## src/rtl/opl_slot_seq_if.sv

```systemverilog
// Front-end bundle between the slot sequencer and its user.
// The master drives the enable and delay-line input; the slave returns the slot position and delayed data.
interface opl_slot_seq_if #(
  parameter int W = 9
);
  logic         cen;
  logic [W-1:0] din;
  logic [W-1:0] drop;
  logic         zero;
  logic [1:0]   group;
  logic [2:0]   subslot;
  logic         op;
  logic [17:0]  slot;

  modport master (
    output cen, din,
    input  drop, zero, group, subslot, op, slot
  );

  modport slave (
    input  cen, din,
    output drop, zero, group, subslot, op, slot
  );
endinterface

```

## src/rtl/opl_slot_seq.sv

```systemverilog
// 18-slot OPL operator sequencer (3 groups x 6 sub-slots) plus an enabled delay line of STAGES registers.
// Outputs are registered state with no extra latency; there is no backpressure, cen=0 simply freezes everything.
module opl_slot_seq #(
  parameter int             W      = 9,
  parameter int             STAGES = 3,
  parameter logic [W-1:0]   RSTVAL = '0
) (
  input  logic          clk,
  input  logic          rst,
  opl_slot_seq_if.slave bus
);

  logic [1:0]   group_q,   group_d;
  logic [2:0]   subslot_q, subslot_d;
  logic [17:0]  slot_q,    slot_d;
  logic [W-1:0] stage_q [STAGES];
  logic [W-1:0] stage_d [STAGES];

  always_comb begin
    group_d   = group_q;
    subslot_d = subslot_q;
    slot_d    = slot_q;
    if (bus.cen) begin
      // Out-of-range counters resynchronise both encodings to slot 0.
      if (group_q == 2'd3 || subslot_q > 3'd5) begin
        group_d   = 2'd0;
        subslot_d = 3'd0;
        slot_d    = 18'h00001;
      end else begin
        slot_d = {slot_q[16:0], slot_q[17]};
        if (subslot_q == 3'd5) begin
          subslot_d = 3'd0;
          group_d   = (group_q == 2'd2) ? 2'd0 : group_q + 2'd1;
        end else begin
          subslot_d = subslot_q + 3'd1;
        end
      end
    end
  end

  always_comb begin
    for (int k = 0; k < STAGES; k++) begin
      stage_d[k] = stage_q[k];
    end
    if (bus.cen) begin
      stage_d[0] = bus.din;
      for (int k = 1; k < STAGES; k++) begin
        stage_d[k] = stage_q[k-1];
      end
    end
  end

  always_ff @(posedge clk) begin
    if (!rst) begin
      group_q   <= 2'd0;
      subslot_q <= 3'd0;
      slot_q    <= 18'h00001;
      for (int k = 0; k < STAGES; k++) begin
        stage_q[k] <= RSTVAL;
      end
    end else begin
      group_q   <= group_d;
      subslot_q <= subslot_d;
      slot_q    <= slot_d;
      for (int k = 0; k < STAGES; k++) begin
        stage_q[k] <= stage_d[k];
      end
    end
  end

  assign bus.drop    = stage_q[STAGES-1];
  assign bus.zero    = slot_q[0];
  assign bus.group   = group_q;
  assign bus.subslot = subslot_q;
  assign bus.op      = (subslot_q >= 3'd3);
  assign bus.slot    = slot_q;

endmodule

```

## src/flat_wrapper.sv

```systemverilog
// flat-port wrapper written by rule: the top's interface ports become plain ports
module opl_slot_seq_flat 
#(
  parameter int             W      = 9,
  parameter int             STAGES = 3,
  parameter logic [W-1:0]   RSTVAL = '0
)
  (clk, rst, bus_cen, bus_din, bus_drop, bus_zero, bus_group, bus_subslot, bus_op, bus_slot);
  opl_slot_seq_if #(.W(W)) bus_i ();
  input  logic clk;
  input  logic rst;
  input wire logic [$bits(bus_i.cen)-1:0] bus_cen;
  input wire logic [$bits(bus_i.din)-1:0] bus_din;
  output wire logic [$bits(bus_i.drop)-1:0] bus_drop;
  output wire logic [$bits(bus_i.zero)-1:0] bus_zero;
  output wire logic [$bits(bus_i.group)-1:0] bus_group;
  output wire logic [$bits(bus_i.subslot)-1:0] bus_subslot;
  output wire logic [$bits(bus_i.op)-1:0] bus_op;
  output wire logic [$bits(bus_i.slot)-1:0] bus_slot;
  assign bus_i.cen = bus_cen;
  assign bus_i.din = bus_din;
  assign bus_drop = bus_i.drop;
  assign bus_zero = bus_i.zero;
  assign bus_group = bus_i.group;
  assign bus_subslot = bus_i.subslot;
  assign bus_op = bus_i.op;
  assign bus_slot = bus_i.slot;
  opl_slot_seq #(.W(W), .STAGES(STAGES), .RSTVAL(RSTVAL)) u_core (.clk(clk), .rst(rst), .bus(bus_i));
endmodule
```

## config.mk

```make
export PLATFORM = sky130hd
export DESIGN_NAME = opl_slot_seq_flat
export DESIGN_NICKNAME = d
export VERILOG_FILES = /design/src/rtl/opl_slot_seq_if.sv /design/src/rtl/opl_slot_seq.sv /design/src/flat_wrapper.sv
export SDC_FILE = /design/constraint.sdc
export NUM_CORES = 1
export LEC_CHECK = 0
export ABC_CLOCK_PERIOD_IN_PS = 2350
export CAP_MARGIN = 30
export CORE_MARGIN = 2
export CORE_UTILIZATION = 50
export DETAILED_ROUTE_END_ITERATION = 7
export PLACE_DENSITY = 0.88
export SLEW_MARGIN = 10
export SYNTH_ARGS = -nofsm -noshare
export SYNTH_HDL_FRONTEND = slang
export SYNTH_SLANG_ARGS = --single-unit
```

## constraint.sdc

```tcl
create_clock -name clk -period 2.35 [get_ports clk]
set_input_delay 0.47 -clock clk [delete_from_list [all_inputs] [get_ports clk]]
set_output_delay 0.47 -clock clk [all_outputs]
set_load 0.02 [all_outputs]
```

### Word level (Yosys, flattened, before mapping)

Memories as Yosys holds them, arrays and structs flattened.
Index checks and enable logic that the tools add are counted.

| word-level totals | value |
|---|---|
| bits in registers | 23 |
| memory bits (writable) | 27 |
| input bits | 12 |
| output and inout bits | 34 |
| word-level logic and storage cells | 29 |
| memories kept | 1 |

Memories:

| name | depth | width | read ports | clocked after memory_dff | wr ports | line | RTL |
|---|---|---|---|---|---|---|---|
| u_core.stage_q | 3 | 9 | 3 | 0 | 3 | opl_slot_seq.sv:16 | `logic [W-1:0] stage_q [STAGES];` |

| cells by class | value |
|---|---|
| add/sub/neg operators | 2 |
| $lt $le $gt $ge | 2 |
| equal/unequal tests | 3 |
| muxes and demuxes | 12 |
| bitwise gates (word level) | 3 |
| reductions and logical operators | 3 |

Operators by type and width:

| kind | number |
|---|---|
| two-way mux 27 bit | 1 |
| two-way mux 9 bit | 3 |
| two-way mux 18 bit | 1 |
| two-way mux 2 bit | 3 |
| two-way mux 3 bit | 2 |
| == test 2 bit, second input constant | 2 |
| adder 3 x 1 -> 3 bit, second input constant | 1 |
| == test 3 bit, second input constant | 1 |
| greater-or-equal comparator 3 x 2 -> 1 bit, second input constant | 1 |
| > comparator 3 bit, second input constant | 1 |
| bitwise OR 1 bit | 3 |
| adder 2 x 1 -> 2 bit, second input constant | 1 |
| two-way mux 1 bit | 2 |
| AND reduction 2 bit | 1 |
| nonzero test 2 bit | 1 |
| logical OR 1 bit | 1 |

### Depth between registers and ports, before layout

| logic depth | value |
|---|---|
| depth after elaboration | 4 |
| gate-level depth with buffers | 5 |
| depth with buffers taken out | 3 |

### Worst setup path after synthesis

No wires, ideal clock.

| timing | value |
|---|---|
| kind | register to output |
| start | register u_core.subslot_q[2] (netlist: u_core.bus.subslot[2]) |
| end | output bus_op |
| arrival time | 1.238 ns |
| data required time | 1.880 ns |
| slack | 0.642 ns |
| cell stages (with the launch flop) | 4 |
| buffers on the path | 0 |
| path through | dfxtp_1 inv_1 ha_1 or3_1 |

| on the way | value |
|---|---|
| word-level cells in the longest chain between the ends | 1 |

RTL lines:

| element | line | RTL |
|---|---|---|
| start: declaration | opl_slot_seq.sv:14 | `logic [2:0] subslot_q, subslot_d;` |
| start signal: assignment | opl_slot_seq.sv:63 | `subslot_q <= subslot_d;` |
| greater-or-equal comparator 3 x 2 -> 1 bit | opl_slot_seq.sv:75 | `assign bus.op = (subslot_q >= 3'd3);` |
| end: declaration | flat_wrapper.sv:18 | `output wire logic [$bits(bus_i.op)-1:0] bus_op;` |

Every way passes these cells.

### Worst setup path after layout

| timing | value |
|---|---|
| start | register u_core.subslot_q[1] (netlist: u_core.bus.subslot[1]) |
| end | output bus_op |

The elaborated chain is that of the path after synthesis.

==> flow_summary.ini <==
[grt]
track_usage_pct = 16.6
grt_max_degree = 47
grt_pass1_vias = 1271
grt_pass1_wl_um = 5820
grt_overflow = 0
antenna_found_initial = 0

[clock_tree]
hold_buffers = 0
cts_setup_buffers = 0
clock_latency_ps = 300
tritoncts = done
cts_root_buffer = clkbuf_8
cts_buffer_depth = 2
cts_buffers = 5
cts_sinks = 50
cts_max_level = 2
clk_pin_slew_ps = 90

[synthesis]
seq_area_frac_synth_pct = 48.2
synth.avg_cell_area_um2 = 10.1
netlist_instances = 205
syn-num-nets = 218
syn_area_um2 = 2080
yosysTopAreaCell = dfxtp_1
ys_ff_latch = 50
synth_top_cell_area_share_pct = 48.2
ys.warnings.count = 0
netlist-cell-type-count = 25
synthTopCellsByArea = dfxtp_1 (48%), mux2i_1 (14%), nor2b_1 (8.1%), a21boi_0 (6.1%), nand2b_1 (5.4%)

[worst_setup_path]
crit_path_end_kind = primary output
critPathRequiredTime_ps = 1880
crit_fanout = 6
critPathBufInv = 1
critPathSlowestCell = dfxtp_1
cp_top_family = simple AND/OR/NAND/NOR gates
cpPeakStageDelay_ps = 380
critPathLaunchType = register
worst-setup-path-type = reg -> out
cp.arrival_ps = 1690
crit_chain = and2_1 -> ha_1 -> or3_1 -> dlygate4sd2_1

[place]
pre_cts_slack_ps = 294
dpl.hpwl_um = 2320
io_buffers = 45
gp_congestion = 0.749

[floorplanning]
fp.dieW_um = 68.4
ios = 46
initial_core_util_pct = 51.9
coreArea_um2 = 4000
die_y_um = 68.4
die_area_um2 = 4680
rows = 23

[drt]
dr.pass1.iters = 4
drc_errors = 0
wire_per_inst_um = 12.4
ant_nets = 0
vias = 1423
routed_via_density = 4.96
dr.first_iter.drc_count = 60
routed_wirelength_um = 3550

[sta]
finClkSkew_ps = 3.39
finalCriticalPeriod_ps = 2160
setup_violations = 0
maxSlewViolCount = 0
fin_tns_setup_ps = 0
relSlewSlack_pct = 65.8
hold_viol = 0
fmax_ghz = 0.463
rsz0062_at_grt = false
finalCritPeriodShare_pct = 91.8
tightest_slew_ps = 513
timing.final.ws_setup_ps = 192

[layout]
multi_input_area_um2 = 917
syn_to_final_growth_pct = 23.2
insertedDiodeCount = 0
nets = 249
layout-drive-gt1-share_pct = 6.33
fillerInstances = 343
seq_area_um2 = 1000

[pwr]
pwr_density_cell_nw_per_um2 = 608
vdd_drop_max_v = 0.000445
leakage_uw = 0.000967

[hold_path]
hp-class = reg -> reg

[run]
cap_violations = 0

[outcome]
status = finished, final reports clean
registers in the layout (all words and copies together) (netlist names):
| name | flops |
|---|---|
| u_core.stage_q | 27 |
| u_core.bus.subslot | 3 |
| u_core.bus.slot | 18 |
| u_core.bus.group | 2 |
worst paths after layout:
path / from / endpoint / slack (ps) / cells past startpoint
worst max register to register: u_core.bus.group[1]$_SDFFE_PN0P_ / u_core.bus.slot[17]$_SDFFE_PN0P_ / 1070 / 3
worst min register to register: u_core.bus.slot[10]$_SDFFE_PN0P_ / u_core.bus.slot[10]$_SDFFE_PN0P_ / 500 / 2
worst min-delay path: u_core.bus.slot[10]$_SDFFE_PN0P_ / u_core.bus.slot[10]$_SDFFE_PN0P_ / 500 / 2
worst max-delay path: u_core.bus.subslot[1]$_SDFFE_PN0P_ / bus_op / 190 / 4
cell type report:
class / count / share of cell area (%)
Timing Repair Buffer: 48 / 18.2
Inverter: 4 / 0.587
Sequential cell: 50 / 39.1
Clock inverter: 2 / 0.489
Multi-Input combinational cell: 127 / 35.9
Clock buffer: 6 / 3.23
Tap cell: 50 / 2.45
cells in the final DEF, fill, tap and decap left out, types with 2 or more instances in the layout:
master / count
nand3_1: 19
nor2_1: 3
dfxtp_1: 50
mux2i_1: 28
nor2b_1: 27
a21boi_0: 17
clkdlybuf4s50_1: 43
nand2_1: 2
clkbuf_8: 6
inv_1: 4
buf_4: 3
nand2b_1: 18
tightest hold or removal path, cell delays in order, from the launching register on:
cell	delay [ps]
dfxtp_1	330
nand2b_1	60
a21boi_0	70
timing repair:
item / 4_1_cts / 5_1_grt
resized for setup: 1 / 0
setup endpoints to repair: 1 / 0
endpoints found under the hold margin: 0 / 0
cell usage after synthesis (all sizes together):
library cell	number
nand3	19
nand3b	1
clkbuf	8
xor2	1
o211ai	1
nand2b	18
a211oi	1
nand2	3
a21boi	18
mux2i	28
or4	1
o22ai	1
a22oi	1
inv	4
buf	16
nor2b	27
dfxtp	50
or3	1
ha	1
a31o	1
nor2	3
and2	1
power breakdown:
part / internal [µW] / switching (µW)
sequential: 871 / 18.9
combinational: 83.1 / 71.7
clock: 237 / 272
total: 1190 / 363
cell families after synthesis:
family | Yosys count | synth area share (%)
AND/OR/NAND/NOR | 74 | 20.7
flip-flops | 50 | 48.2
buffers and inverters | 28 | 7.59
multiplexers | 28 | 13.5
AO/OA/AOI/OAI | 23 | 8.98
XOR/XNOR | 1 | 0.422
adder cells (fa/ha/maj) | 1 | 0.603
per-layer routing:
metal,track usage [%],wire (µm),vias to the layer above
met5,0,0,-
met4,7.50,57,0
met3,3.78,131,5
met2,26.8,1720,22
met1,21.0,1640,661
li1,-,-,735
per-stage QoR:
stage	instance area (µm²)	std cells	hold WS, ps	utilization, %	power (µW)
after CTS	2560	287	501	63.9	1580
after floorplan	2080	205	482	-	1020
final	2560	287	500	63.9	1550
after global placement	2460	279	478	61.6	1060
after detailed placement	2460	279	487	61.6	1070
after global routing	2560	287	535	63.9	1630
Note: power is estimated with default switching activity, not from simulation.
